--- config.mk ---
export PLATFORM = sky130hd
export DESIGN_NAME = alu_arbiter
export DESIGN_NICKNAME = d
export VERILOG_FILES = /design/src/rtl/alu_arbiter.sv
export SDC_FILE = /design/constraint.sdc
export NUM_CORES = 1
export LEC_CHECK = 0
export CELL_PAD_IN_SITES_DETAIL_PLACEMENT = 1
export CELL_PAD_IN_SITES_GLOBAL_PLACEMENT = 2
export CORE_MARGIN = 2
export CORE_UTILIZATION = 25
export CTS_CLUSTER_SIZE = 10
export DETAILED_ROUTE_END_ITERATION = 7
export GPL_ROUTABILITY_DRIVEN = 0
export GPL_TIMING_DRIVEN = 0
export MAX_ROUTING_LAYER = met4
export PLACE_DENSITY_LB_ADDON = 0.05
export SLEW_MARGIN = 20
export SYNTH_ARGS = -nofsm -noshare
export SYNTH_HDL_FRONTEND = slang
export SYNTH_SLANG_ARGS = --single-unit
--- constraint.sdc ---
create_clock -name i_clock -period 4.3 [get_ports i_clock]
set_clock_uncertainty 0.2 [all_clocks]
set_input_delay 0.645 -clock i_clock [delete_from_list [all_inputs] [get_ports i_clock]]
set_output_delay 0.645 -clock i_clock [all_outputs]
set_load 0.02 [all_outputs]
--- src/rtl/alu_arbiter.sv ---
// alu_arbiter: two-requester front end for a shared combinational ALU with a registered response.
// Build option: define ALU_ARB_FIXED_PRIO_EN to give requester 0 fixed priority (no round-robin pointer).
module alu_arbiter #(
   parameter int N_BITS   = 32,
   parameter int N_OPCODE = 6
) (
   input  logic                i_clock,
   input  logic                i_reset_n,
   input  logic                i_req0_valid,
   input  logic [N_BITS-1:0]   i_req0_datoA,
   input  logic [N_BITS-1:0]   i_req0_datoB,
   input  logic [N_OPCODE-1:0] i_req0_opcode,
   output logic                o_req0_ready,
   input  logic                i_req1_valid,
   input  logic [N_BITS-1:0]   i_req1_datoA,
   input  logic [N_BITS-1:0]   i_req1_datoB,
   input  logic [N_OPCODE-1:0] i_req1_opcode,
   output logic                o_req1_ready,
   output logic [N_BITS-1:0]   o_alu_datoA,
   output logic [N_BITS-1:0]   o_alu_datoB,
   output logic [N_OPCODE-1:0] o_alu_opcode,
   input  logic [N_BITS-1:0]   i_alu_result,
   input  logic                i_alu_cero,
   output logic                o_rsp_valid,
   output logic                o_rsp_id,
   output logic [N_BITS-1:0]   o_rsp_result,
   output logic                o_rsp_cero,
   input  logic                i_rsp_ready,
   output logic                o_busy
);
   typedef enum logic [1:0] {IDLE, EXEC, RESP} state_t;
   state_t state, state_nx;
   logic [N_BITS-1:0] dat_a, dat_b, res;
   logic [N_OPCODE-1:0] opc;
   logic id, cero, gnt0, gnt1, idle;
   // reset gates the grants so ready stays low while i_reset_n is held low
   assign idle = i_reset_n && state == IDLE;
`ifdef ALU_ARB_FIXED_PRIO_EN
   assign gnt0 = idle && i_req0_valid;
   assign gnt1 = idle && i_req1_valid && !i_req0_valid;
`else
   logic ptr;
   assign gnt0 = idle && i_req0_valid && (!i_req1_valid || !ptr);
   assign gnt1 = idle && i_req1_valid && (!i_req0_valid || ptr);
   always_ff @(posedge i_clock or negedge i_reset_n)
      if (!i_reset_n) ptr <= 1'b0;
      else if (gnt0 || gnt1) ptr <= gnt0;
`endif
   always_comb begin
      state_nx = state;
      o_req0_ready = gnt0;
      o_req1_ready = gnt1;
      o_busy = state != IDLE;
      o_rsp_valid = state == RESP;
      if (state == IDLE) state_nx = (gnt0 || gnt1) ? EXEC : IDLE;
      else if (state == EXEC) state_nx = RESP;
      else state_nx = i_rsp_ready ? IDLE : RESP;
   end
   always_ff @(posedge i_clock or negedge i_reset_n)
      if (!i_reset_n) state <= IDLE;
      else state <= state_nx;
   always_ff @(posedge i_clock or negedge i_reset_n)
      if (!i_reset_n) begin
         dat_a <= '0;
         dat_b <= '0;
         opc <= '0;
         id <= 1'b0;
         res <= '0;
         cero <= 1'b0;
      end else begin
         if (gnt0 || gnt1) begin
            dat_a <= gnt1 ? i_req1_datoA : i_req0_datoA;
            dat_b <= gnt1 ? i_req1_datoB : i_req0_datoB;
            opc <= gnt1 ? i_req1_opcode : i_req0_opcode;
            id <= gnt1;
         end
         if (state == EXEC) begin
            res <= i_alu_result;
            cero <= i_alu_cero;
         end
      end
   assign o_alu_datoA = dat_a;
   assign o_alu_datoB = dat_b;
   assign o_alu_opcode = opc;
   assign o_rsp_id = id;
   assign o_rsp_result = res;
   assign o_rsp_cero = cero;
endmodule

==> reports/results.txt, run 1 <==
outcome -> complete, no violations
Critical R2R Launch -> ptr
Final Util -> 41.70%
worst-margin pin slew -> 0.5978 ns
syn_area_per_cell -> 10.71 sq um
Worst setup endpoint -> o_req0_ready
CP Class -> input pin to output port
PortBufs -> 285
CTS buffer count -> 9
Net Sw Frac -> 41.39%
WP data required -> 3.45 ns
Vias -> 5636
Die Y -> 152.3 um
layout overhead on the synthesized area -> 64.59%
Worst path top cell family by delay -> buffers and inverters
Clk Latency, worst-skew pair -> 0.35 ns
Reg power frac -> 30.6%
maximum VDD drop -> 213.1 uV
Crit path depth -> 7
fmax -> 0.2511 GHz
initial core utilization -> 25.34%
GRT Total Usage -> 20.49%
Internal -> 3463 uW
vias in the first global route -> 6170
CP max FO -> 61
largest net degree at the start of global routing -> 62
Logic pwr share -> 54.1%
synthesized area -> 5495 sq um
P_leak -> 0.003328 uW
WHS -> 0.01816 ns
final hold vios -> 0
unrepaired setup endpoints after global routing -> no
core area -> 21690 sq um
die area -> 23180 sq um
Yosys reg bits -> 107
cells along the critical path -> buf_6 > buf_16 > nor3b_1 > buf_2 > buf_2 > and3_1 > clkdlybuf4s50_1
clock power share -> 15.3%
Final Slew Violations -> 0
CP Buf/Inv Count -> 5
Chip Width -> 152.3 um
CP dominant cell by count -> buf_2
Critical Path Sink Type -> output port
CTS max path bufs -> 2
Net Count, Synth -> 691
slowest CP cell -> clkdlybuf4s50_1
worst reg2reg path depth -> 5
clock-pin transition on the worst setup and hold timing paths -> 0.08 ns
antenna violations before repair -> 1
postcts setup bufs -> 0
fill count -> 2402
fin crit share -> 92.61%
max incr delay on CP -> 0.66 ns
final wirelength -> 23.23 mm
Critical path origin -> i_reset_n
clock sink count -> 107
final net count -> 988
FP Rows -> 54
Initial DRC Count -> 142
io pins -> 286
# setup viols final -> 0
Hold Crit Class -> input pin to asynchronous set/reset pin
worst relative slew slack -> 60.14%
Period minus WS final -> 3.982 ns
clock root buffer -> clkbuf_16
first-pass GRT wire length -> 36.44 mm
CTS H-tree depth -> 3
Yosys cell types -> 26
PwrDens -> 653.2 nW/um^2
hold buffer count at CTS -> 0
share of layout cells above drive strength 1 -> 16.32%
r2r endpoint -> o_alu_datoA[19]
CP startpoint kind -> input pin
DR WL/cell -> 21.20 um
Synth Warn # -> 0
sw power -> 2446 uW
grt ovf -> 0
Routed Antenna Nets -> 0
Cells after Synth -> 513
HPWL after detailed placement -> 17.04 mm
post-synthesis sequential area ratio -> 48.72%
DR vias/cell -> 5.142
CTS tree -> yes
drt drc -> 0
CP Data Arrival Time -> 3.14 ns
Post-CTS Resized -> 0
Max Cap Viol -> 0
first-pass detailed-route iteration total -> 4
r2r setup slk -> 2.20 ns
[Yosys cell counts, drive strengths merged]
cell type / number / share of area (%)
nand2: 1 / 0.068
nand2b: 2 / 0.23
a21o: 1 / 0.14
a21boi: 1 / 0.14
a31oi: 70 / 8.0
o21ai: 1 / 0.091
or2: 2 / 0.23
dfrtp: 107 / 49
inv: 3 / 0.20
buf: 39 / 4.5
or3b: 1 / 0.16
nand3: 1 / 0.091
o31ai: 70 / 13
nand4: 70 / 8.0
mux2: 33 / 6.8
nor3b: 1 / 0.14
a21oi: 70 / 6.4
and2: 1 / 0.11
nor2b: 2 / 0.23
clkbuf: 36 / 2.5
and3: 1 / 0.11
[final cells by class]
| class | instances | area [sq um] | share of cell area, % |
|---|---|---|---|
| antenna | 1 | 2.502 | 0.02767 |
| buffer | 75 | 382.9 | 4.233 |
| clock buffer | 9 | 225.2 | 2.490 |
| clock inverter | 7 | 90.09 | 0.9960 |
| inverter | 3 | 11.26 | 0.1245 |
| multi-input combinational | 328 | 2424 | 26.79 |
| sequential | 107 | 2678 | 29.60 |
| tap | 280 | 350.3 | 3.873 |
| timing repair buffer | 286 | 2882 | 31.86 |
[placed cells by master, fill, tap and decap left out, types with 29 or more instances in the layout]
cell             count
a31oi_1             70
dfrtp_1            107
clkdlybuf4s50_1    284
buf_2               30
o31ai_2             41
mux2_2              33
clkbuf_1            36
nand4_1             70
a21oi_1             70
o31ai_1             29
[logic make-up after synthesis]
logic type      share of synthesized area (%)
compound gates                          28.01
buf+inv                                 7.172
flops                                   48.72
mux                                     6.762
simple gates                            9.335
[sequential cells by signal (all words and copies together), names as in the netlist]
name          count
o_alu_opcode      6
o_rsp_cero        1
o_rsp_result     32
o_rsp_id          1
o_alu_datoB      32
ptr               1
o_alu_datoA      32
state             2
[power groups by stage]
| stage | Combinational [uW] | Clock [uW] | Sequential (uW) |
|---|---|---|---|
| 5_1_grt | 3410 | 971 | 1870 |
| 3_3_place_gp | 3180 | 0 | 1800 |
| 3_5_place_dp | 3230 | 0 | 1830 |
| 4_1_cts | 3230 | 937 | 1810 |
| 2_1_floorplan | 1050 | 0 | 2370 |
| 6_report | 3200 | 901 | 1810 |
[routing by layer]
layer,up-vias,wire length (um),global-route usage [%]
li1,2611,-,-
met1,2770,10510,27.19
met2,225,11220,32.52
met3,30,974,2.958
met4,0,525,6.320
met5,-,0,-
[stage by stage]
| step | worst slack [ns] | std cells | total power, uW | area, sq um | TNS (ns) |
|---|---|---|---|---|---|
| floorplan | 2.037 | 513 | 3416 | 5495 | 0 |
| global placement | -3.418 | 1078 | 4980 | 8698 | -417.93 |
| detailed placement | 0.2670 | 1079 | 5056 | 8727 | 0 |
| CTS | 0.2531 | 1095 | 5983 | 9042 | 0 |
| global route | 0.01288 | 1096 | 6260 | 9045 | 0 |
| finish | 0.3178 | 1096 | 5909 | 9045 | 0 |
[how the worst min path moves through the flow]
stage	from	endpoint	slack, ns	cells after the start
floorplan	i_reset_n	o_alu_datoA[0]	0.15	0
global placement	o_rsp_result[15]	o_rsp_result[15]	0.29	1
detailed placement	o_rsp_result[7]	o_rsp_result[7]	0.30	1
CTS	i_reset_n	o_rsp_result[6]	0.03	1
global route	i_reset_n	o_rsp_result[6]	0.05	1
finish	i_reset_n	o_rsp_result[6]	0.02	1
No activity file was read; power rests on OpenSTA's default activity.
==> inputs of run 2 (changes only) <==
--- a/config.mk
+++ b/config.mk
@@ -5,10 +5,11 @@
 export SDC_FILE = /design/constraint.sdc
 export NUM_CORES = 1
 export LEC_CHECK = 0
+export ABC_AREA = 1
 export CELL_PAD_IN_SITES_DETAIL_PLACEMENT = 1
 export CELL_PAD_IN_SITES_GLOBAL_PLACEMENT = 2
 export CORE_MARGIN = 2
-export CORE_UTILIZATION = 25
+export CORE_UTILIZATION = 22
 export CTS_CLUSTER_SIZE = 10
 export DETAILED_ROUTE_END_ITERATION = 7
 export GPL_ROUTABILITY_DRIVEN = 0
==> reports/results.txt, run 2 <==
outcome -> complete, no violations
P_leak -> 0.004503 uW (+35%)
drt drc -> 0 (unchanged)
CP Data Arrival Time -> 3.13 ns (about the same)
Hold Crit Class -> input pin to asynchronous set/reset pin
Net Count, Synth -> 877 (+27%)
# setup viols final -> 0 (unchanged)
commonest non-fill, non-tap cell in the layout -> clkdlybuf4s50_1
worst-margin pin slew -> 0.5934 ns (-0.004398 ns)
synthesized area -> 5468 sq um (-0.50%)
first-pass GRT wire length -> 33.01 mm (-9.4%)
maximum VDD drop -> 234.8 uV (+10%)
final net count -> 1174 (+19%)
Yosys cell types -> 17 (-35%)
Placement Setup Slack -> 0.04987 ns (-0.2171 ns)
layout overhead on the synthesized area -> 65.63%
die area -> 26130 sq um (+13%)
async set-reset flop share out of synthesis -> 100.0% (unchanged)
syn_area_per_cell -> 7.822 sq um (-27%)
GRT Total Usage -> 16.85% (-3.6 points)
io pins -> 286 (unchanged)
HPWL after detailed placement -> 15.92 mm (-6.6%)
unrepaired setup endpoints after global routing -> no
PwrDens -> 607.0 nW/um^2 (-7.1%)
Final Non-Filler Cells -> 1325 (+21%)
most instantiated cells after synthesis -> 211 x nand3_1, 147 x nand2_1, 144 x inv_1, 107 x dfrtp_1, 33 x mux2_2
Final Util -> 37.13% (-4.6 points)
final hold vios -> 0 (unchanged)
CP dominant cell by count -> inv_1
CP max FO -> 63 (+3.3%)
largest area contributor in the netlist -> dfrtp_1
largest cells by area after synthesis -> dfrtp_1 49%, nand3_1 19%, nand2_1 10%
slowest CP cell -> clkdlybuf4s50_1
Die Y -> 161.7 um (+6.2%)
Max Cap Viol -> 0 (unchanged)
Initial DRC Count -> 168 (+18%)
Internal -> 3262 uW (-5.8%)
initial core utilization -> 22.42% (-2.9 points)
Cells after Synth -> 699 (+36%)
final wirelength -> 21.44 mm (-7.7%)
first-pass detailed-route iteration total -> 4 (unchanged)
Yosys reg bits -> 107 (unchanged)
Chip Width -> 161.7 um (+6.2%)
CTS max path bufs -> 2 (unchanged)
Clk Latency, worst-skew pair -> 0.35 ns (about the same)
Critical Path Sink Type -> output port
max incr delay on CP -> 0.60 ns (-0.06 ns)
clock-pin transition on the worst setup and hold timing paths -> 0.08 ns (about the same)
postcts setup bufs -> 0 (unchanged)
CP startpoint kind -> input pin
DR vias/cell -> 4.186 (-19%)
fin crit share -> 92.33% (-0.28 points)
FP Rows -> 57 (+5.6%)
Reg power frac -> 31.3% (+0.7 points)
Yosys top cell area share -> 48.97% (+0.25 points)
Power Total -> 5498 uW (-7.0%)
share of layout cells above drive strength 1 -> 7.592% (-8.7 points)
core area -> 24390 sq um (+12%)
largest net degree at the start of global routing -> 64 (+3.2%)
placed instance count -> 1309 (+21%)
sw power -> 2236 uW (-8.6%)
post-synthesis sequential area ratio -> 48.97% (+0.25 points)
worst relative slew slack -> 60.44% (+0.29 points)
CTS tree -> yes
CTS buffer count -> 9 (unchanged)
clock sink count -> 107 (unchanged)
PortBufs -> 285 (unchanged)
fill count -> 2949 (+23%)
WHS -> 0.01593 ns (-0.002227 ns)
antenna violations before repair -> 0 (-1)
CP Class -> input pin to output port
Synth Warn # -> 0 (unchanged)
commonest non-fill, non-tap cells in the layout -> 284 x clkdlybuf4s50_1, 211 x nand3_1, 147 x nand2_1
Final Slew Violations -> 0 (unchanged)
fmax -> 0.2519 GHz (+0.30%)
Vias -> 5547 (-1.6%)
CP Buf/Inv Count -> 6 (+1)
DR WL/cell -> 16.18 um (-24%)
Period minus WS final -> 3.970 ns (-0.01192 ns)
Final WS setup -> 0.3297 ns (+0.01192 ns)
dominant cell by count in the synthesized netlist -> nand3_1
Ant. Diodes -> 0 (-1)
Net Sw Frac -> 40.67% (-0.72 points)
vias in the first global route -> 5654 (-8.4%)
grt ovf -> 0 (unchanged)
CTS H-tree depth -> 3 (unchanged)
Post-synth EDFFs -> 0 (unchanged)
cells along the critical path -> clkbuf_8 > buf_16 > inv_1 > nor2_4 > nand3_4 > clkbuf_1 > inv_1 > clkdlybuf4s50_1
Worst path top cell family by delay -> buffers and inverters
Logic pwr share -> 53.2% (-0.9 points)
clock root buffer -> clkbuf_16
WP data required -> 3.45 ns (about the same)
ys flop type -> dfrtp_1
clock power share -> 15.4% (about the same)
Routed Antenna Nets -> 0 (unchanged)
run 2: cell count changes in the layout (fill, tap and decap cells not counted), sizes merged, moves of 3 or more:
cell    previous run  this run
nand4             70         0
o31ai             70         0
nand3              1       212
buf               41        24
nand2              1       149
clkinv             0         3
a21oi             70         1
a31oi             70         0
clkbuf            45        33
inv                9       151
run 2: repair_timing:
item,CTS,global route
setup endpoints to repair,0,1
gates resized for setup,0,2
hold buffers,0,0
run 2: power groups by stage:
stage | sequential, uW | clock, uW | combinational, uW
detailed placement | 1750 | 0 | 2980
CTS | 1730 | 897 | 2990
finish | 1720 | 847 | 2930
floorplan | 2320 | 0 | 860
global route | 1790 | 922 | 3170
global placement | 1730 | 0 | 2970
run 2: metal layers:
layer / vias up / wire [um] / GRT usage (%) / part of all wire, %
li1: 2771 / - / - / -
met1: 2593 / 10040 / 22.39 / 47
met2: 172 / 9827 / 26.22 / 46
met3: 11 / 1388 / 3.856 / 6.5
met4: 0 / 183 / 3.982 / 0.85
met5: - / 0 / - / 0
run 2: area by class of cell:
class	instances	area (sq um)	area share [%]
inverters	147	551.8	6.093
multi-input cells	399	2043	22.56
plain buffers	46	202.7	2.238
clock buffers	9	225.2	2.487
repair buffers	286	2884	31.85
flip-flops and latches	107	2678	29.57
well taps	324	405.4	4.476
clock inverters	7	66.31	0.7322
run 2: final timing paths:
kind                                        end      start  slack, ns  cells past startpoint
worst max-delay path               o_req0_ready  i_reset_n       0.33                      8
worst min-delay path            o_alu_datoA[28]  i_reset_n       0.02                      1
worst max register to register  o_alu_datoB[22]        ptr       2.28                      6
worst min register to register         o_rsp_id   o_rsp_id       0.28                      2
max in group asynchronous       o_alu_datoB[28]  i_reset_n       3.21                      2
min in group i_clock                   o_rsp_id   o_rsp_id       0.28                      2
run 2: logic make-up after synthesis:
family,synth area share (%)
flip-flops,48.97
AND/OR/NAND/NOR,30.09
AO/OA/AOI/OAI,0.3433
multiplexers,6.796
buffers and inverters,13.80
run 2: through the flow:
stage | instance area [sq um] | setup TNS, ns
after floorplan | 5468 | 0
after global placement | 8726 | -513.78
after detailed placement | 8755 | 0
after CTS | 9046 | 0
after global routing | 9056 | 0
final | 9056 | 0
==> inputs of run 3 (changes only) <==
==> constraint.sdc (replaced) <==
create_clock -name i_clock -period 4.7 [get_ports i_clock]
set_clock_uncertainty 0.2 [all_clocks]
set_input_delay 0.705 -clock i_clock [delete_from_list [all_inputs] [get_ports i_clock]]
set_output_delay 0.705 -clock i_clock [all_outputs]
set_load 0.02 [all_outputs]
==> reports/results.txt, run 3 (synthesized netlist as in run 2, its figures left out) <==
outcome -> complete, no violations
maximum VDD drop -> 214.8 uV (-8.5%)
r2r endpoint -> o_alu_opcode[2]
hold buffer count at CTS -> 0 (unchanged)
final net count -> 1174 (unchanged)
FP Rows -> 57 (unchanged)
Final Non-Filler Cells -> 1325 (unchanged)
Final Util -> 37.09% (-0.041 points)
clock-pin transition on the worst setup and hold timing paths -> 0.08 ns (about the same)
CP startpoint kind -> input pin
HPWL after detailed placement -> 15.92 mm (unchanged)
share of layout cells above drive strength 1 -> 7.592% (unchanged)
CTS max path bufs -> 2 (unchanged)
fill count -> 2950 (+0.034%)
io pins -> 286 (unchanged)
# setup viols final -> 0 (unchanged)
CP max FO -> 63 (unchanged)
die area -> 26130 sq um (unchanged)
max incr delay on CP -> 0.60 ns (about the same)
cells along the critical path -> buf_6 > buf_16 > inv_1 > nor2_4 > nand3_2 > clkbuf_1 > inv_1 > clkdlybuf4s50_1
Clk Latency, worst-skew pair -> 0.35 ns (about the same)
DR WL/cell -> 16.15 um (-0.18%)
first-pass GRT wire length -> 33.01 mm (unchanged)
DR vias/cell -> 4.178 (-0.20%)
worst relative slew slack -> 60.63% (+0.19 points)
Finished Cell Area -> 9046 sq um (-0.11%)
clock sink count -> 107 (unchanged)
CP Class -> input pin to output port
commonest non-fill, non-tap cells in the layout -> 284 x clkdlybuf4s50_1, 211 x nand3_1, 147 x nand2_1
clock root buffer -> clkbuf_16
Critical R2R Launch -> state[0]
Final Slew Violations -> 0 (unchanged)
Period minus WS final -> 4.193 ns
fin crit share -> 89.21%
PortBufs -> 285 (unchanged)
first-pass detailed-route iteration total -> 4 (unchanged)
DP Area -> 8755 sq um (unchanged)
fmax -> 0.2385 GHz
initial core utilization -> 22.42% (unchanged)
CTS tree -> yes
PwrDens -> 555.6 nW/um^2 (-8.5%)
placed instance count -> 1309 (unchanged)
CP dominant cell by count -> inv_1
Die Y -> 161.7 um (unchanged)
CP Data Arrival Time -> 3.29 ns (+0.16 ns)
WHS -> 0.07027 ns (+0.05434 ns)
commonest non-fill, non-tap cell in the layout -> clkdlybuf4s50_1
WP data required -> 3.80 ns (+0.35 ns)
CTS buffer count -> 9 (unchanged)
Ant. Diodes -> 0 (unchanged)
Hold Crit Class -> input pin to asynchronous set/reset pin
CTS H-tree depth -> 3 (unchanged)
Routed Antenna Nets -> 0 (unchanged)
GRT Total Usage -> 16.85% (unchanged)
worst reg2reg path depth -> 7 (+1)
Chip Width -> 161.7 um (unchanged)
TNS Setup -> 0 ns (unchanged)
Critical Path Sink Type -> output port
largest net degree at the start of global routing -> 64 (unchanged)
Max Cap Viol -> 0 (unchanged)
Worst setup endpoint -> o_req0_ready
final hold vios -> 0 (unchanged)
slowest CP cell -> clkdlybuf4s50_1
Vias -> 5536 (-0.20%)
Initial DRC Count -> 167 (-0.60%)
drt drc -> 0 (unchanged)
layout overhead on the synthesized area -> 65.45%
unrepaired setup endpoints after global routing -> no
Post-CTS Resized -> 0 (unchanged)
worst-margin pin slew -> 0.5906 ns (-0.002880 ns)
P_leak -> 0.004502 uW (about the same)
final wirelength -> 21.40 mm (-0.18%)
Critical path origin -> i_reset_n
grt ovf -> 0 (unchanged)
antenna violations before repair -> 0 (unchanged)
core area -> 24390 sq um (unchanged)
postcts setup bufs -> 0 (unchanged)
r2r setup slk -> 2.68 ns (+0.40 ns)
vias in the first global route -> 5654 (unchanged)
-- run 3: cell count changes in the layout (fill, tap and decap cells not counted) --
cell	delta
buf_6	+1
clkbuf_8	-1
nand3_2	+1
nand3_4	-1
-- run 3: layout make-up --
| cell class | instances | area, sq um | area share (%) |
|---|---|---|---|
| Buffer | 46 | 202.7 | 2.241 |
| Clock inverter | 7 | 66.31 | 0.7331 |
| Timing Repair Buffer | 286 | 2882 | 31.85 |
| Tap cell | 324 | 405.4 | 4.481 |
| Sequential cell | 107 | 2678 | 29.60 |
| Multi-Input combinational cell | 399 | 2036 | 22.50 |
| Inverter | 147 | 551.8 | 6.100 |
| Clock buffer | 9 | 225.2 | 2.490 |
-- run 3: report_power, final --
part           total, uW  switching, uW  internal [uW]
logic               2670           1420           1250
clock network        774            399            375
registers           1580            220           1360
-- run 3: through the flow --
| step | setup WS [ns] | power, uW |
|---|---|---|
| after floorplan | 2.315 | 2908 |
| after global placement | -4.006 | 4298 |
| after detailed placement | 0.3299 | 4330 |
| after CTS | 0.3236 | 5143 |
| after global routing | 0.1613 | 5375 |
| final | 0.5070 | 5026 |
-- run 3: metal layers --
metal / GRT usage [%] / routed length, um / vias to the layer above
met5: - / 0 / -
met4: 3.982 / 182 / 0
met3: 3.856 / 1371 / 11
met2: 26.22 / 9804 / 171
met1: 22.39 / 10040 / 2581
li1: - / - / 2773
-- run 3: worst min-delay path by stage --
stage,start,endpoint,slack (ns),depth (start not counted)
6_report,i_reset_n,o_alu_datoA[28],0.07,1
3_3_place_gp,o_rsp_id,o_rsp_id,0.26,2
5_1_grt,i_reset_n,o_alu_datoA[28],0.1,1
2_1_floorplan,i_reset_n,o_alu_datoA[0],0.21,0
4_1_cts,i_reset_n,o_alu_datoA[28],0.08,1
3_5_place_dp,o_rsp_id,o_rsp_id,0.27,2
-- run 3: critical path, delay by kind of cell --
kind	cells	cell delay (ns)
buf+inv	6	1.89
simple gates	2	0.64
==> patch 1, RTL diff (settings of run 3) <==
The option `ALU_ARB_FIXED_PRIO_EN` is turned on by a define.
--- a/src/rtl/alu_arbiter.sv
+++ b/src/rtl/alu_arbiter.sv
@@ -2,2 +2,4 @@
 // Build option: define ALU_ARB_FIXED_PRIO_EN to give requester 0 fixed priority (no round-robin pointer).
+`define ALU_ARB_FIXED_PRIO_EN
+
 module alu_arbiter #(
Check against the original RTL: not equivalent (a bounded check fails within 4 cycles, from zero or initial values and one cycle with i_reset_n low).
==> patch 1 against run 3 <==
Power shrank 5.4%; synthesized area increased by 2.0%; clock power is 14% higher; worst setup slack got worse by 0.23 ns; final area increased by 1.9%; via count grew 3.4%; wire length increased by 4.7%; sequential cell count shrank 1; non-clock buffer count is 9 higher; synthesized cell count is 0.29% higher; combinational power is 12% lower; first-iteration DRC count increased by 23%; critical endpoint is now o_req1_ready; largest power group unchanged; highest routed layer unchanged.
==> patch 1: results (changes against run 3) <==
global_routing:
  met3_usage_pct: 4.749  # was 3.856%
  antenna_found_initial: 3  # was 0
  grt_start_max_net_pins: 63  # was 64
  met1_usage_pct: 22.03  # was 22.39%
  grt_usage_pct: 17.60  # was 16.85%
  grt_pass1_vias: 6120  # was 5,654
  grtUsageMet2_pct: 27.98  # was 26.22%
power_and_ir_drop:
  pwr-share-comb_pct: 49.5  # was 53.2%
  p_seq_w: 0.00152  # was 0.00158 W
  ir_worst_vdd_uv: 223.8  # was 214.8 uV
  p_switching_w: 0.001817  # was 0.002043 W
  p_leak_nw: 4.510  # was 4.502 nW
  p_sw_share_pct: 38.21  # was 40.65%
sta:
  clock.fmax_mhz: 226.0  # was 238.5 MHz
  worst_pin_slew_ns: 0.5613  # was 0.5906 ns
  whs_ns: 0.06390  # was 0.07027 ns
yosys:
  synth_cell_type_count: 15  # was 17
  postSynthCellCount: 701  # was 699
  seq_area_frac_synth_pct: 47.54  # was 48.97%
  yosys-top-cells-count: "inv_1 (146), nand2_1 (144), nand3_1 (142)"  # was nand3_1 (211), nand2_1 (147), inv_1 (144)
  synth_area_leaders: "dfrtp_1 (48%), nand3_1 (13%), inv_1 (9.8%), nand2_1 (9.7%), nand4_1 (7.8%)"  # was dfrtp_1 (49%), nand3_1 (19%), nand2_1 (10%), inv_1 (9.9%), mux2_2 (6.8%)
route:
  dr_wl_met2_um: 10200  # was 9804 um
  routed_wl_um: 22410  # was 21,400 um
  wl_met1_um: 9995  # was 10,040 um
  vias: 5726  # was 5,536
  drtIter0Drc: 206  # was 167
layout:
  drive_above_1_share_pct: 7.677  # was 7.592%
  nFillCells: 2993  # was 2,950
  layout.nets: 1176  # was 1,174
  instances_no_fill: 1337  # was 1,325
place:
  dp_hpwl_um: 16900  # was 15,920 um
  place_area_um2: 8874  # was 8755 um^2
setup_path:
  worst_r2r_endpoint: "o_alu_datoB[28]"  # was o_alu_opcode[2]
  worstPathArrival_ns: 3.52  # was 3.29 ns
  worstRegToRegCells: 6  # was 7
  crit_fanout: 62  # was 63
status:
  outcome: "complete, no violations"  # unchanged
==> patch 1: cell types whose count changed after synthesis, sizes merged <==
| cell | delta |
|---|---|
| buf | +8 |
| inv | -1 |
| nor2 | +1 |
| dfrtp | -1 |
| nand3 | -70 |
| nand4 | +70 |
| nand2 | -5 |
| o21ai | -1 |
| clkbuf | +1 |
==> patch 1: how the worst max path moves through the flow <==
stage / cells after the start / endpoint / startpoint
final: 8 / o_req1_ready / i_reset_n
after global routing: 7 / o_req0_ready / i_reset_n
after CTS: 8 / o_req1_ready / i_reset_n
after detailed placement: 8 / o_req1_ready / i_reset_n
after global placement: 7 / o_req1_ready / i_reset_n
after floorplan: 6 / o_req1_ready / i_req1_valid
==> patch 1: metrics by stage <==
| step | util, % | TNS [ns] |
|---|---|---|
| floorplan | - | 0 |
| global placement | 35.33 | -427.58 |
| detailed placement | 35.44 | 0 |
| global route | 36.81 | 0 |
| CTS | 36.78 | 0 |
| finish | 36.82 | 0 |
==> patch 1: cell type report <==
class,count,area share [%]
Timing Repair Buffer,286,31.26
Multi-Input combinational cell,394,22.74
Inverter,146,5.945
Tap cell,330,4.479
Clock buffer,10,2.593
Clock inverter,6,1.032
Buffer,55,3.068
Antenna cell,4,0.1086
Sequential cell,106,28.78
==> patch 1: kinds of logic after synthesis <==
family	count (synthesis)	share of synthesized area, %
simple gates	359	30.52
buf+inv	201	14.89
flops	106	47.54
mux	33	6.661
compound gates	2	0.3812
==> patch 1: critical path, stage by stage <==
cell	delay, ns
buf_6	0.36
buf_16	0.34
buf_2	0.35
nand3_1	0.42
buf_2	0.37
buf_2	0.23
inv_1	0.08
clkdlybuf4s50_1	0.60
==> patch 2, RTL diff (settings of run 3) <==
Made on the original files. Encoding of `state_t`: now one-hot (3 bits for 3 states).
--- a/src/rtl/alu_arbiter.sv
+++ b/src/rtl/alu_arbiter.sv
@@ -30,3 +30,3 @@
 );
-   typedef enum logic [1:0] {IDLE, EXEC, RESP} state_t;
+   typedef enum logic [2:0] {IDLE = 3'b001, EXEC = 3'b010, RESP = 3'b100} state_t;
    state_t state, state_nx;
Behaviour: same outputs for any inputs over 10 cycles, from zero or initial values and one cycle with i_reset_n low; not proved beyond that.
==> patch 2 against run 3 <==
Critical path type unchanged; power down 2.4%; die area decreased by 1.4%; first-iteration DRC count grew 14%; synthesized area decreased by 1.4%; wire length shrank 2.3%; critical endpoint unchanged; final area fell by 0.61%; worst setup slack improved by 0.32 ns; sequential cell count rose by 1.
==> patch 2: results (changes against run 3) <==
status:
  outcome: "complete, no violations"  # unchanged
clock_tree:
  clk_path_buf_depth: 2  # unchanged
place:
  post-place-ws_ns: 0.7423  # was 0.3299 ns
  dp_hpwl_um: 15580  # was 15,920 um
  place_area_um2: 8681  # was 8755 um^2
yosys:
  postSynth.asyncResetShare_pct: 100.0  # unchanged
  postSynthCellCount: 695  # was 699
  syn_nets: 873  # was 877
  yosys-top-cells-count: "nand2_1 (216), inv_1 (147), nand3_1 (141)"  # was nand3_1 (211), nand2_1 (147), inv_1 (144)
  seq_area_frac_synth_pct: 50.16  # was 48.97%
power_and_ir_drop:
  p_switching_w: 0.001925  # was 0.002043 W
  pwr-share-comb_pct: 50.7  # was 53.2%
  power_frac_seq_pct: 32.6  # was 31.4%
  p_leak_nw: 4.547  # was 4.502 nW
  ir_worst_vdd_uv: 172.8  # was 214.8 uV
layout:
  drive_above_1_share_pct: 8.225  # was 7.592%
  layout.nets: 1170  # was 1,174
  nFillCells: 2868  # was 2,950
  instances_no_fill: 1322  # was 1,325
global_routing:
  grt_usage_pct: 16.97  # was 16.85%
  antenna_found_initial: 1  # was 0
  grt_start_max_net_pins: 74  # was 64
  grt_pass1_vias: 5643  # was 5,654
setup_path:
  crit_fanout: 73  # was 63
  crit_slowest_cell: "clkdlybuf4s50_1"  # unchanged
route:
  drtIter0Drc: 190  # was 167
  vias: 5445  # was 5,536
  routed_wl_um: 20920  # was 21,400 um
## patch 2: changes by cell type in the layout (fill, tap and decap cells not counted), moves of 2 or more
cell	delta
buf_1	-6
buf_6	-2
clkbuf_1	-9
nand3_1	-70
buf_2	+9
inv_1	+3
clkinv_4	-3
nand2_1	+69
## patch 2: path summary, 6_finish.rpt
| check | startpoint | to | slack, ns | depth (start not counted) |
|---|---|---|---|---|
| max | i_reset_n | o_req0_ready | 0.83 | 8 |
| min | i_reset_n | o_alu_datoA[30] | 0.01 | 1 |
| max reg2reg | state[0] | o_alu_datoB[17] | 2.44 | 6 |
| min reg2reg | o_alu_datoB[21] | o_alu_datoB[21] | 0.28 | 2 |
| max in group asynchronous | i_reset_n | state[0] | 3.55 | 2 |
| min in group i_clock | o_alu_datoB[21] | o_alu_datoB[21] | 0.28 | 2 |
## patch 2: routing by layer
| metal | global-route usage [%] | vias up | share of wire (%) | wire length [um] |
|---|---|---|---|---|
| li1 | - | 2693 | - | - |
| met1 | 22.22 | 2568 | 46 | 9630 |
| met2 | 26.49 | 172 | 46 | 9628 |
| met3 | 4.236 | 12 | 6.8 | 1424 |
| met4 | 3.972 | 0 | 1.1 | 235 |
| met5 | - | - | 0 | 0 |
## patch 2: logic make-up (layout without fill, tap and decap cells)
logic type,count (synthesis),in the layout,synth area share (%)
compound gates,4,4,0.5571
buf+inv,187,489,13.58
flops,108,108,50.16
mux,33,33,6.894
other cells,0,1,0
simple gates,363,363,28.81
## patch 2: cell type report
type                       count  area (um^2)  share of cell area, %
buffer                        38        172.7                  1.920
timing repair buffer         286         2885                  32.09
multi-input combinational    400         1954                  21.74
clock buffer                   9        225.2                  2.505
sequential                   108         2704                  30.07
tap                          324        405.4                  4.509
inverter                     149        559.3                  6.220
clock inverter                 7        82.58                 0.9185
antenna                        1        2.502                0.02783
